[src/rtl/top4_peak_finder.sv]
// rtl/top4_peak_finder.sv - scans the lower FFT half-spectrum and keeps the four largest magnitude bins
module top4_peak_finder #(
    parameter int logN = 9
) (
    input  logic            clk,
    input  logic            reset,
    input  logic            start,
    output logic [logN-1:0] rd_addr,
    input  logic [31:0]     rd_data,
    output logic            busy,
    output logic            done,
    output logic [logN-1:0] peak0_bin,
    output logic [logN-1:0] peak1_bin,
    output logic [logN-1:0] peak2_bin,
    output logic [logN-1:0] peak3_bin,
    output logic [31:0]     peak0_mag,
    output logic [31:0]     peak1_mag,
    output logic [31:0]     peak2_mag,
    output logic [31:0]     peak3_mag,
    output logic [3:0]      peak_valid
);

    typedef enum logic [1:0] {S_IDLE, S_SCAN, S_DRAIN, S_DONE} state_t;

    localparam logic [logN-1:0] LAST_BIN = logN'((1 << (logN - 1)) - 1);

    state_t          state;
    state_t          state_next;
    logic            accept;
    logic            data_v;
    logic            mag_v;
    logic [logN-1:0] data_bin;
    logic [logN-1:0] mag_bin;
    logic [31:0]     mag;
    logic [31:0]     mag_next;
    logic [logN-1:0] bin_q [4];
    logic [31:0]     mag_q [4];
    logic [3:0]      gt;
    logic            ins;
    logic signed [31:0] re_x;
    logic signed [31:0] im_x;

    assign accept = start && (state == S_IDLE || state == S_DONE);

    always_ff @(posedge clk or posedge reset) begin
        if (reset) state <= S_IDLE;
        else       state <= state_next;
    end

    always_comb begin
        state_next = state;
        case (state)
            S_IDLE:  if (start) state_next = S_SCAN;
            S_SCAN:  if (rd_addr == LAST_BIN) state_next = S_DRAIN;
            // last bin has reached the mag register and nothing is behind it
            S_DRAIN: if (mag_v && !data_v) state_next = S_DONE;
            S_DONE:  if (start) state_next = S_SCAN;
            default: state_next = S_IDLE;
        endcase
    end

    always_comb begin
        busy = (state == S_SCAN) || (state == S_DRAIN);
    end

    always_ff @(posedge clk or posedge reset) begin
        if (reset) begin
            rd_addr <= '0;
        end else if (accept) begin
            rd_addr <= logN'(1);
        end else if (state == S_SCAN && rd_addr != LAST_BIN) begin
            rd_addr <= rd_addr + logN'(1);
        end else begin
            rd_addr <= '0;
        end
    end

    assign re_x     = {{16{rd_data[31]}}, rd_data[31:16]};
    assign im_x     = {{16{rd_data[15]}}, rd_data[15:0]};
    assign mag_next = 32'(re_x * re_x) + 32'(im_x * im_x);

    always_ff @(posedge clk or posedge reset) begin
        if (reset) begin
            data_v   <= 1'b0;
            data_bin <= '0;
            mag_v    <= 1'b0;
            mag_bin  <= '0;
            mag      <= '0;
        end else begin
            data_v   <= (state == S_SCAN);
            data_bin <= rd_addr;
            mag_v    <= data_v;
            mag_bin  <= data_bin;
            mag      <= mag_next;
        end
    end

    // The list is sorted and filled contiguously, so gt is a thermometer code
    // whose lowest set bit is the insertion slot; ties fall below existing entries.
    always_comb begin
        for (int i = 0; i < 4; i++) begin
            gt[i] = !peak_valid[i] || (mag > mag_q[i]);
        end
        ins = mag_v && (mag != 32'd0) && gt[3];
    end

    always_ff @(posedge clk or posedge reset) begin
        if (reset) begin
            for (int i = 0; i < 4; i++) begin
                bin_q[i] <= '0;
                mag_q[i] <= '0;
            end
            peak_valid <= 4'b0000;
            done       <= 1'b0;
        end else if (accept) begin
            for (int i = 0; i < 4; i++) begin
                bin_q[i] <= '0;
                mag_q[i] <= '0;
            end
            peak_valid <= 4'b0000;
            done       <= 1'b0;
        end else begin
            if (ins) begin
                if (gt[0]) begin
                    bin_q[0] <= mag_bin;
                    mag_q[0] <= mag;
                end
                for (int i = 1; i < 4; i++) begin
                    if (gt[i]) begin
                        bin_q[i] <= gt[i-1] ? bin_q[i-1] : mag_bin;
                        mag_q[i] <= gt[i-1] ? mag_q[i-1] : mag;
                    end
                end
                peak_valid <= {peak_valid[2:0], 1'b1};
            end
            if (state == S_DRAIN && state_next == S_DONE) done <= 1'b1;
        end
    end

    assign peak0_bin = bin_q[0];
    assign peak1_bin = bin_q[1];
    assign peak2_bin = bin_q[2];
    assign peak3_bin = bin_q[3];
    assign peak0_mag = mag_q[0];
    assign peak1_mag = mag_q[1];
    assign peak2_mag = mag_q[2];
    assign peak3_mag = mag_q[3];

endmodule

[config.mk]
export PLATFORM = sky130hd
export DESIGN_NAME = top4_peak_finder
export DESIGN_NICKNAME = d
export VERILOG_FILES = /design/src/rtl/top4_peak_finder.sv
export SDC_FILE = /design/constraint.sdc
export NUM_CORES = 2
export LEC_CHECK = 0
export BUFFER_PORTS_ARGS = -buffer_cell sky130_fd_sc_hd__buf_4
export CAP_MARGIN = 20
export CORE_MARGIN = 2
export CORE_UTILIZATION = 25
export CTS_CLUSTER_SIZE = 12
export DETAILED_ROUTE_END_ITERATION = 6
export PLACE_DENSITY = 0.47
export SLEW_MARGIN = 20
export SYNTH_ARGS = -nofsm -noshare
export SYNTH_HDL_FRONTEND = slang
export SYNTH_SLANG_ARGS = --single-unit
[constraint.sdc]
create_clock -name clk -period 6.6 [get_ports clk]
set_clock_uncertainty 0.1 [all_clocks]
set_input_delay 0.33 -clock clk [delete_from_list [all_inputs] [get_ports clk]]
set_output_delay 0.33 -clock clk [all_outputs]
set_load 0.005 [all_outputs]
==> impl_table.tex <==
\begin{tabular}{lr}
\hline
Metric & Value \\
\hline
\multicolumn{2}{l}{\textbf{Critical path}} \\
\quad Slack of the worst reg-to-reg path & 1.95 ns \\
\quad Most used cell along the critical path & fa\_1 \\
\quad Maximum fanout count along the critical path & 6 \\
\quad Crit Path Category & in -> reg \\
\quad Crit path capture type & flop \\
\quad Delay of the slowest cell on the worst path & between 0.5 and 0.6 ns \\
\quad Slowest-stage cell, CP & fa\_1 \\
\quad WP data required & 6.97 ns \\
\quad CP arrival & 7.14 ns \\
\quad Worst setup SP type & input pin \\
\quad Crit path buf inv count & 9 \\
\quad Largest delay contributor family on the critical path & adder cells \\
\multicolumn{2}{l}{\textbf{Global route}} \\
\quad Global-route total usage across every layer & 15.34\% \\
\quad Remaining global-route overflow & 0 \\
\quad Pin count of the biggest net entering global routing & 129 \\
\quad Number of antenna violations at the first check in global routing & 1 \\
\quad First-pass GRT wire length & 149200 um \\
\quad Via count of the first global-routing pass & 24510 \\
\multicolumn{2}{l}{\textbf{Die}} \\
\quad Horizontal die dimension & 352.1 um \\
\quad Die extent in y & around 350 um \\
\quad Effective utilization at floorplan & 25.21\% \\
\quad Ports placed on the boundary & 214 \\
\quad Total Die Area & 124000 um\^{}2 \\
\quad Placeable core region & approximately 120000 um\^{}2 \\
\quad Number of cell rows & between 100 and 150 \\
\multicolumn{2}{l}{\textbf{Cells and area}} \\
\quad Commonest cells after routing, fill and taps aside & inv\_1, fa\_1, buf\_4 \\
\quad Multi-input logic area & between 20000 and 25000 um\^{}2 \\
\quad Ratio of cells with drive above 1 in the final layout & 19.44\% \\
\quad Number of fill cells & $\sim$13000 \\
\quad FF+latch area & approximately 5800 um\^{}2 \\
\quad Final Net Count & 4434 \\
\quad Final Instance Count excl. Fillers & 5225 \\
\quad Area grow syn2layout & 23.55\% \\
\quad Leading cell type in the layout, fill and taps excluded & inv\_1 \\
\multicolumn{2}{l}{\textbf{Outcome}} \\
\quad Status & finished with violations \\
\quad Failing checks & setup timing \\
\multicolumn{2}{l}{\textbf{Synthesis}} \\
\quad Primary FF master, synth & dfrtp\_1 \\
\quad Post-synth design cell area & 30290 um\^{}2 \\
\quad Share of flip-flops with an asynchronous set or reset & 100.0\% \\
\quad \#FFs+latches synth & 232 \\
\quad Instance count of the mapped netlist & 3142 \\
\quad Number of enable flip-flop cells after synthesis & 0 \\
\quad Register area share after synthesis & 19.17\% \\
\quad Number of warnings reported in the yosys synthesis log & 0 \\
\quad Average size of a mapped cell & 9.640 um\^{}2 \\
\quad Synthesized net count & 3982 \\
\quad Yosys cell types & 66 \\
\multicolumn{2}{l}{\textbf{Clocking}} \\
\quad Worst skew pair latency & 0.56 ns \\
\quad Clock tree from TritonCTS & yes \\
\quad TritonCTS buffer count & 26 \\
\quad Number of levels in the clock H-tree & 1 \\
\quad Library cell used as clock root buffer & clkbuf\_16 \\
\quad Clock Path Buffers & 3 \\
\quad Total number of clock tree sinks & $\sim$230 \\
\quad Clock-pin slew on the worst setup and hold paths & 0.06 ns \\
\multicolumn{2}{l}{\textbf{Route}} \\
\quad Post-DR vias/cell & 4.314 \\
\quad Final wirelength & $\sim$94000 um \\
\quad Starting DRT DRC Count & $\sim$1100 \\
\quad Post-route ant nets & 0 \\
\quad Detailed-router iteration count before antenna repair & 5 \\
\quad Vias post-DR & 22540 \\
\quad Count of unresolved DRC violations after routing & 0 \\
\quad Routed wire length per instance & 18.01 um \\
\multicolumn{2}{l}{\textbf{STA}} \\
\quad Relative slew slack & 26.62\% \\
\quad Final worst path period need & between 6 and 7 ns \\
\quad Max-slew violation count & 0 \\
\quad Fin worst setup slack & -0.1710 ns \\
\quad Period utilisation layout & 102.6\% \\
\quad Finish-stage setup viols & 4 \\
\quad Unrepaired setup endpoints after global routing & yes \\
\quad Highest clock rate & 0.1477 GHz \\
\quad Final count of hold timing violations & 0 \\
\quad Worst-Margin Slew & 1.101 ns \\
\multicolumn{2}{l}{\textbf{Placement}} \\
\quad Placed instance count & 5166 \\
\quad Final Wtd Congestion & $\sim$0.87 \\
\quad Count of input and output buffers & between 200 and 250 \\
\quad DP Wirelength & 78560 um \\
\multicolumn{2}{l}{\textbf{Hold path}} \\
\quad Class of the worst hold path & in -> reg \\
\multicolumn{2}{l}{\textbf{Run}} \\
\quad Number of maximum-capacitance violations & 0 \\
\hline
\end{tabular}
## final cells by class
type	instances	share of cell area [%]
inverters	754	7.663
clock inverters	3	0.1070
clock buffers	42	2.170
flip-flops and latches	232	15.51
repair buffers	535	11.32
diodes	2	0.01337
well taps	1612	5.389
multi-input cells	2045	57.83
## cells in the mapped netlist (3+ instances only)
| master | count | area [um^2] |
|---|---|---|
| nand2b_1 | 9 | 56.30 |
| and2_1 | 87 | 544.3 |
| o22ai_1 | 3 | 18.77 |
| buf_2 | 11 | 55.05 |
| nand3_1 | 26 | 130.1 |
| fa_1 | 519 | 10390 |
| a31oi_1 | 4 | 25.02 |
| nor4_1 | 10 | 62.56 |
| or3_1 | 3 | 18.77 |
| a21oi_1 | 243 | 1216 |
| a211oi_1 | 7 | 52.55 |
| o21bai_1 | 4 | 30.03 |
| clkbuf_1 | 91 | 341.6 |
| o21ai_0 | 161 | 805.8 |
| mux2i_1 | 95 | 950.9 |
| and3_1 | 9 | 56.30 |
| nor2b_1 | 36 | 225.2 |
| nor3_1 | 43 | 215.2 |
| and4_1 | 4 | 35.03 |
| xor2_1 | 13 | 113.9 |
| o211ai_1 | 4 | 30.03 |
| a21o_1 | 29 | 217.7 |
| inv_1 | 751 | 2819 |
| a211o_1 | 7 | 61.31 |
| or2_2 | 6 | 37.54 |
| o21a_1 | 15 | 112.6 |
| ha_1 | 286 | 3578 |
| buf_8 | 3 | 45.04 |
| nand2_1 | 153 | 574.3 |
| o21ai_1 | 4 | 20.02 |
| a31o_2 | 5 | 43.79 |
| nand4_1 | 24 | 150.1 |
| nor2_1 | 143 | 536.8 |
| xnor2_1 | 54 | 473.0 |
| buf_1 | 4 | 15.01 |
| clkinv_1 | 3 | 11.26 |
| dfrtp_1 | 232 | 5806 |
| o31ai_1 | 4 | 30.03 |
| o221ai_1 | 4 | 35.03 |
## cells by family after synthesis
group | after synthesis | share of synthesized area [%]
adder cells (fa/ha/maj) | 805 | 46.12
buffers and inverters | 865 | 10.91
other | 1 | 0.01238
XOR/XNOR | 67 | 1.937
multiplexers | 97 | 3.214
flip-flops | 232 | 19.17
AO/OA/AOI/OAI | 512 | 9.600
AND/OR/NAND/NOR | 563 | 9.042
## what timing repair did
action,4_1_cts,5_1_grt
setup buffers,4,6
pin swaps,24,59
setup endpoints to repair,5,10
hold buffers,2,0
endpoints found under the hold margin,29,0
gates resized for setup,18,85
## tightest hold or removal path, delay by kind of cell
kind                     cells  cell delay [ns]
buffers and inverters        2             0.36
adder cells (fa/ha/maj)      1             0.15
## registers in the layout (all words and copies together), names as in the netlist
| signal | flops |
|---|---|
| data_v | 1 |
| peak1_bin | 9 |
| peak3_bin | 9 |
| mag_v | 1 |
| state | 2 |
| rd_addr | 9 |
| peak2_mag | 32 |
| peak_valid | 4 |
| peak3_mag | 32 |
| data_bin | 9 |
| peak2_bin | 9 |
| peak0_mag | 32 |
| done | 1 |
| mag_bin | 9 |
| peak1_mag | 32 |
| mag | 32 |
| peak0_bin | 9 |
## metrics by stage
stage	setup WS [ns]	area, um^2	hold slack, ns	setup TNS [ns]	util (%)
floorplan	-0.3688	30650	0.2312	-0.9112	-
global placement	-0.8308	36070	0.2333	-7.177	30.03
detailed placement	-0.8778	36070	0.2370	-7.574	30.03
CTS	-0.2332	37090	0.2199	-0.7103	30.87
global route	-0.4048	37420	0.2497	-1.476	31.15
finish	-0.1710	37420	0.2331	-0.4560	31.15
## path summary, 6_finish.rpt
| check | start | end | cells past startpoint |
|---|---|---|---|
| max in group asynchronous | reset | peak1_mag[26]$_DFFE_PP0P_ | 4 |
| worst max-delay path | rd_data[15] | mag[31]$_DFF_PP0_ | 28 |
| worst min register to register | data_bin[3]$_DFF_PP0_ | mag_bin[3]$_DFF_PP0_ | 0 |
| min in group asynchronous | reset | peak3_mag[5]$_DFFE_PP0P_ | 3 |
| worst max register to register | mag[15]$_DFF_PP0_ | peak1_mag[12]$_DFFE_PP0P_ | 10 |
| worst min-delay path | rd_data[0] | mag[0]$_DFF_PP0_ | 3 |
## layer usage
layer	routed length (um)	global-route usage [%]	up-vias	part of all wire, %
met5	11	0	-	0.012
met4	1901	3.197	2	2.0
met3	4593	2.179	75	4.9
met2	45340	26.13	421	48
met1	42260	20.66	11330	45
li1	-	-	10720	-
Power is not shown: default switching activity piles up to over one toggle a cycle in this logic, so the estimate is an artifact.
